**config.mk**
```make
export PLATFORM = sky130hd
export DESIGN_NAME = uart_tx_flat
export DESIGN_NICKNAME = d
export VERILOG_FILES = /design/src/rtl/uart_pkg.sv /design/src/rtl/uart_tx_if.sv /design/src/rtl/uart_tx_baud_cnt.sv /design/src/rtl/uart_tx.sv /design/src/flat_wrapper.sv
export SDC_FILE = /design/constraint.sdc
export NUM_CORES = 1
export LEC_CHECK = 0
export ABC_AREA = 1
export CORE_AREA = 4 4 70 53
export DETAILED_ROUTE_END_ITERATION = 10
export DIE_AREA = 0 0 74 57
export SKIP_CTS_REPAIR_TIMING = 1
export SLEW_MARGIN = 20
export SYNTH_ARGS = -nofsm -noshare
export SYNTH_HDL_FRONTEND = slang
export SYNTH_HIERARCHICAL = 1
export SYNTH_SLANG_ARGS = --single-unit
```
**constraint.sdc**
```tcl
create_clock -name clk -period 1.45 [get_ports clk]
set_input_delay 0.3625 -clock clk [delete_from_list [all_inputs] [get_ports clk]]
set_output_delay 0.3625 -clock clk [all_outputs]
set_load 0.005 [all_outputs]
```
**src/rtl/uart_pkg.sv**
```systemverilog
// Shared UART definitions: transmit state encoding, parity selectors and word width.
package uart_pkg;

  localparam int unsigned UART_DATA_W = 8;

  localparam logic PAR_EVEN = 1'b0;
  localparam logic PAR_ODD  = 1'b1;

  typedef enum logic [2:0] {
    IDLE,
    START,
    DATA,
    PARITY,
    STOP
  } uart_tx_state_t;

  // Parity bit that makes the total count of ones even (PAR_EVEN) or odd (PAR_ODD).
  function automatic logic parity_bit(input logic [UART_DATA_W-1:0] d, input logic typ);
    return (typ == PAR_EVEN) ? ^d : ~^d;
  endfunction

endpackage

```
**src/rtl/uart_tx_if.sv**
```systemverilog
// Parallel request side and serial output of the UART transmitter.
interface uart_tx_if;
  import uart_pkg::*;

  logic [UART_DATA_W-1:0] p_data;
  logic                   data_valid;
  logic                   par_en;
  logic                   par_typ;
  logic                   tx_out;
  logic                   busy;

  modport master (
    output p_data, data_valid, par_en, par_typ,
    input  tx_out, busy
  );

  modport slave (
    input  p_data, data_valid, par_en, par_typ,
    output tx_out, busy
  );

endinterface

```
**src/rtl/uart_tx_baud_cnt.sv**
```systemverilog
// Bit-period counter: pulses bit_done on the last cycle of every CLKS_PER_BIT period.
module uart_tx_baud_cnt #(
  parameter int unsigned CLKS_PER_BIT = 8
) (
  input  logic clk,
  input  logic rst,
  input  logic clear,
  output logic bit_done
);

  localparam int unsigned    CNT_W    = (CLKS_PER_BIT > 1) ? $clog2(CLKS_PER_BIT) : 1;
  localparam logic [CNT_W-1:0] CNT_LAST = CNT_W'(CLKS_PER_BIT - 1);

  logic [CNT_W-1:0] cnt_q;
  logic [CNT_W-1:0] cnt_d;

  // End-of-period detect and next count; clear holds the counter at zero while idle.
  always_comb begin
    bit_done = !clear && (cnt_q == CNT_LAST);
    cnt_d    = (clear || bit_done) ? '0 : cnt_q + CNT_W'(1);
  end

  // Cycle counter register, synchronous active-low reset.
  always_ff @(posedge clk) begin
    if (!rst) begin
      cnt_q <= '0;
    end else begin
      cnt_q <= cnt_d;
    end
  end

endmodule

```
**src/rtl/uart_tx.sv**
```systemverilog
// UART transmitter: start bit, 8 data bits LSB first, optional parity, one stop bit.
module uart_tx
  import uart_pkg::*;
#(
  parameter int unsigned CLKS_PER_BIT = 8
) (
  input  logic clk,
  input  logic rst,
  uart_tx_if.slave bus
);

  uart_tx_state_t         state_q;
  logic [UART_DATA_W-1:0] data_q;
  logic [2:0]             idx_q;
  logic [2:0]             idx_d;
  logic                   par_en_q;
  logic                   par_bit_q;
  logic                   tx_q;
  logic                   busy_q;
  logic                   bit_done;
  logic                   cnt_clear;

  uart_tx_baud_cnt #(
    .CLKS_PER_BIT(CLKS_PER_BIT)
  ) u_baud_cnt (
    .clk     (clk),
    .rst     (rst),
    .clear   (cnt_clear),
    .bit_done(bit_done)
  );

  // The counter restarts on the acceptance edge, so each bit lasts exactly CLKS_PER_BIT cycles.
  always_comb begin
    cnt_clear = (state_q == IDLE);
    idx_d     = idx_q + 3'd1;
  end

  // Frame FSM with registered line and busy outputs; fields latched only at acceptance.
  always_ff @(posedge clk) begin
    if (!rst) begin
      state_q   <= IDLE;
      data_q    <= '0;
      idx_q     <= '0;
      par_en_q  <= 1'b0;
      par_bit_q <= 1'b0;
      tx_q      <= 1'b1;
      busy_q    <= 1'b0;
    end else begin
      case (state_q)
        IDLE: begin
          if (bus.data_valid) begin
            state_q   <= START;
            data_q    <= bus.p_data;
            par_en_q  <= bus.par_en;
            par_bit_q <= parity_bit(bus.p_data, bus.par_typ);
            idx_q     <= '0;
            tx_q      <= 1'b0;
            busy_q    <= 1'b1;
          end
        end
        START: begin
          if (bit_done) begin
            state_q <= DATA;
            tx_q    <= data_q[0];
          end
        end
        DATA: begin
          if (bit_done) begin
            if (idx_q == 3'd7) begin
              idx_q <= '0;
              if (par_en_q) begin
                state_q <= PARITY;
                tx_q    <= par_bit_q;
              end else begin
                state_q <= STOP;
                tx_q    <= 1'b1;
              end
            end else begin
              idx_q <= idx_d;
              tx_q  <= data_q[idx_d];
            end
          end
        end
        PARITY: begin
          if (bit_done) begin
            state_q <= STOP;
            tx_q    <= 1'b1;
          end
        end
        STOP: begin
          if (bit_done) begin
            state_q <= IDLE;
            tx_q    <= 1'b1;
            busy_q  <= 1'b0;
          end
        end
        default: begin
          state_q <= IDLE;
          tx_q    <= 1'b1;
          busy_q  <= 1'b0;
        end
      endcase
    end
  end

  assign bus.tx_out = tx_q;
  assign bus.busy   = busy_q;

endmodule

```
**src/flat_wrapper.sv**
```systemverilog
// flat-port wrapper written by rule: the top's interface ports become plain ports
module uart_tx_flat import uart_pkg::*;
#(
  parameter int unsigned CLKS_PER_BIT = 8
)
  (clk, rst, bus_p_data, bus_data_valid, bus_par_en, bus_par_typ, bus_tx_out, bus_busy);
  uart_tx_if bus_i ();
  input  logic clk;
  input  logic rst;
  input wire logic [$bits(bus_i.p_data)-1:0] bus_p_data;
  input wire logic [$bits(bus_i.data_valid)-1:0] bus_data_valid;
  input wire logic [$bits(bus_i.par_en)-1:0] bus_par_en;
  input wire logic [$bits(bus_i.par_typ)-1:0] bus_par_typ;
  output wire logic [$bits(bus_i.tx_out)-1:0] bus_tx_out;
  output wire logic [$bits(bus_i.busy)-1:0] bus_busy;
  assign bus_i.p_data = bus_p_data;
  assign bus_i.data_valid = bus_data_valid;
  assign bus_i.par_en = bus_par_en;
  assign bus_i.par_typ = bus_par_typ;
  assign bus_tx_out = bus_i.tx_out;
  assign bus_busy = bus_i.busy;
  uart_tx #(.CLKS_PER_BIT(CLKS_PER_BIT)) u_core (.clk(clk), .rst(rst), .bus(bus_i));
endmodule
```
==> run_results.csv <==
group,metric,value,unit
status,status,"finished, violations left",
status,violations,"setup timing",
synth,yosys.area.top_type,"dfxtp_1",
synth,ys_types,23,
timing,fin_worst_skew,2.79,ps
synth,syn_nets,190,
timing,tns,-379,ps
global_routing,antenna_found_initial,0,
routing,wirelength,2.74,mm
routing,first_iter_violations,154,
power,pwr-share-comb,0.529,
global_routing,grt_pass1_vias,1070,
synth,synth_top_family_by_area,"simple AND/OR/NAND/NOR gates",
global_routing,grt_max_degree,14,
die,die_w,74,um
clocking,cts_num_sinks,21,
die,start_util,0.384,
critical_path,worst_setup_path_end_kind,"flip-flop",
critical_path,critical_path_class,"flip-flop to flip-flop",
cells_and_area,nFillCells,278,
synth,synth_fa_ha_area_frac,0.0428,
routing,routed_via_density,4.61,
job,drv_cap,0,
timing,hold_viol_final,0,
synth,ys.warnings.count,6,
clocking,cts_buffers,3,
timing,tightest_slew,270,ps
clocking,cts_tree,"done",
die,die_h,57,um
cells_and_area,fin_cells,248,
power,swShare,0.400,
global_routing,gr-total-overflow,0,
global_routing,grt_pass1_wl,4.51,mm
power,p_total,2.61,mW
clocking,clkTransAtPathRegs,70,ps
synth,ys_seq_elements,21,
synth,synthMuxAreaShare,0,
cells_and_area,final_layout_size_suffix_gt1_frac,0.276,
critical_path,startpoint_type,"flip-flop",
synth,synth-simple-area-share,0.332,
clocking,root_buffer,"clkbuf_8",
critical_path,arrival,1780,ps
routing,drcViolationCount,0,
synth,synth_xor_xnor_area_share,0.0150,
routing,ant_nets,0,
power,seq_power_share,0.328,
timing,max_freq,631,MHz
placed_design,port_buffers,14,
cells_and_area,utilization,0.548,
critical_path,crit_fanout,3,
power,p_int,1.57,mW
timing,holdWs,421,ps
routing,wl_per_cell,11.0,um
timing,post-route-period-util,1.09,
synth,synth_top_area_frac,0.360,
die,io_pins,15,
synth,yosysSeqAreaShare,0.360,
power,power.switching,1.05,mW
synth,postSynthAreaPerCell,6.76,sq um
die,dieArea,0.00422,sq mm
timing,rsz0062_at_grt,"yes",
clocking,clock_latency,250,ps
synth,synth_compound_area_frac,0.145,
cells_and_area,area_growth,42.6,%
timing,timing.slew.headroom,0.820,
die,fp-row-count,17,
routing,vias,1143,
die,core,0.00304,sq mm
power,p_leak,0.825,nW
timing,fin_crit,1580,ps
worst_hold_path,hp-class,"primary input to flip-flop",
synth,syn_area,0.00117,sq mm
placed_design,gp_congestion,0.914,
timing,postLayoutSetupSlackWorst,-135,ps
timing,final-max-slew-violation-count,0,
synth,syn_inst,173,
power,power.density,1570,mW/mm^2
placed_design,detailed_place_hpwl,2.16,mm
global_routing,grt_util_all_layers,0.131,
cells_and_area,diodes,0,
timing,setup_viol,4,
power,vdd_drop_max,796,uV
cells_and_area,final_net_count,228,
power,p_clk_frac,0.143,
clocking,clk_path_buf_depth,2,
synth,synthTopCellsByArea,"dfxtp_1 36%, nand2_1 14%, a21oi_1 8.6%, inv_1 8.4%, nand3_1 5.1%",
critical_path,required,1650,ps
clocking,htree_num_levels,1,
placed_design,dp_cells,243,
routing,drtPass1Iterations,4,
[power by group through the flow]
stage	Clock, mW	Combinational [mW]	Sequential [mW]
after global placement	0	1.23	0.852
final	0.373	1.38	0.857
after detailed placement	0	1.23	0.855
after CTS	0.382	1.24	0.844
after floorplan	0	0.764	0.851
after global routing	0.409	1.54	0.874
[layer usage]
metal  vias to the layer above  track usage  wire length [um]  part of all wire
met2                        23        0.194              1200              0.44
li1                        624            -                 -                 -
met5                         -            0                 0                 0
met3                         2       0.0387               118             0.043
met4                         0       0.0233                21            0.0077
met1                       494        0.189              1400              0.51
[cells in the final DEF, fill, tap and decap left out, types with 2 or more instances in the layout]
| cell | instances |
|---|---|
| nand3_1 | 11 |
| ha_4 | 2 |
| nor2_2 | 2 |
| nand3b_1 | 2 |
| a21oi_2 | 4 |
| dfxtp_1 | 19 |
| clkbuf_8 | 3 |
| nor2_1 | 6 |
| a31oi_1 | 2 |
| nand2_1 | 41 |
| dfxtp_2 | 2 |
| dlymetal6s2s_1 | 8 |
| buf_4 | 20 |
| inv_2 | 6 |
| o21ai_0 | 10 |
| clkdlybuf4s50_1 | 6 |
| nor2_4 | 6 |
| inv_1 | 23 |
| nand2_4 | 2 |
| nand2_2 | 8 |
| ha_1 | 2 |
| a21oi_1 | 16 |
[cell families (layout without fill, tap and decap cells)]
kind of cell	Yosys count	in the layout
fa+ha+maj	4	4
compound gates	33	33
simple gates	81	81
flops	21	21
buf+inv	32	69
xor+xnor	2	2
[worst paths after layout]
check                                        startpoint                                     to  slack [ps]  depth (start not counted)
setup / recovery  u_core/u_baud_cnt/cnt_q[1]$_SDFF_PP0_         u_core/state_q[2]$_SDFFE_PN0P_        -130                         12
hold / removal                            bus_p_data[6]          u_core/data_q[6]$_SDFFE_PN0P_         420                          3
setup reg to reg  u_core/u_baud_cnt/cnt_q[1]$_SDFF_PP0_         u_core/state_q[2]$_SDFFE_PN0P_        -130                         12
hold reg to reg   u_core/u_baud_cnt/cnt_q[0]$_SDFF_PP0_  u_core/u_baud_cnt/cnt_q[0]$_SDFF_PP0_         430                          1
[through the flow]
stage	instance area, sq um	setup WS [ps]
6_report	1670	-135
5_1_grt	1670	-255
4_1_cts	1550	-175
3_5_place_dp	1510	-230
3_3_place_gp	1510	-161
2_1_floorplan	1170	0.814
[final cells by class]
class	count	area, sq um	share of cell area
multi-input combinational	120	708	0.425
inverter	30	113	0.0676
tap	38	47.5	0.0285
sequential	21	423	0.254
timing repair buffer	35	330	0.198
clock buffer	4	45.0	0.0270
[worst max-delay path, cell delays in order (launching register included)]
cell,delay (ps)
dfxtp_2,350
ha_4,140
ha_4,120
inv_2,40
nor2_4,100
inv_2,60
nand4_1,130
nand2_2,80
nor2_4,130
inv_2,60
nor2_4,140
nand2_2,60
a21oi_2,120
[cell usage after synthesis]
cell and number:
inv_2 3, nand2_4 2, clkinv_1 1, dfxtp_1 21
nor2_4 4, nand4_1 1, a21oi_1 20, nor2_1 9
a31oi_1 2, xnor2_1 1, clkbuf_1 1, inv_1 26
nand2_1 45, nand3_1 12, nor3_1 1, o21ai_0 10
nand3b_1 2, xor2_1 1, buf_4 1, nand2_2 4
o22ai_1 1, ha_1 4, nor2_2 1
[registers in the layout, summed over array words and instances (netlist names)]
name	cells
u_core/par_en_q	1
u_core/bus.tx_out	1
u_core/data_q	8
u_core/par_bit_q	1
u_core/state_q	3
u_core/bus.busy	1
u_core/idx_q	3
u_core/u_baud_cnt/cnt_q	3
Power figures use the tool's default switching activity.
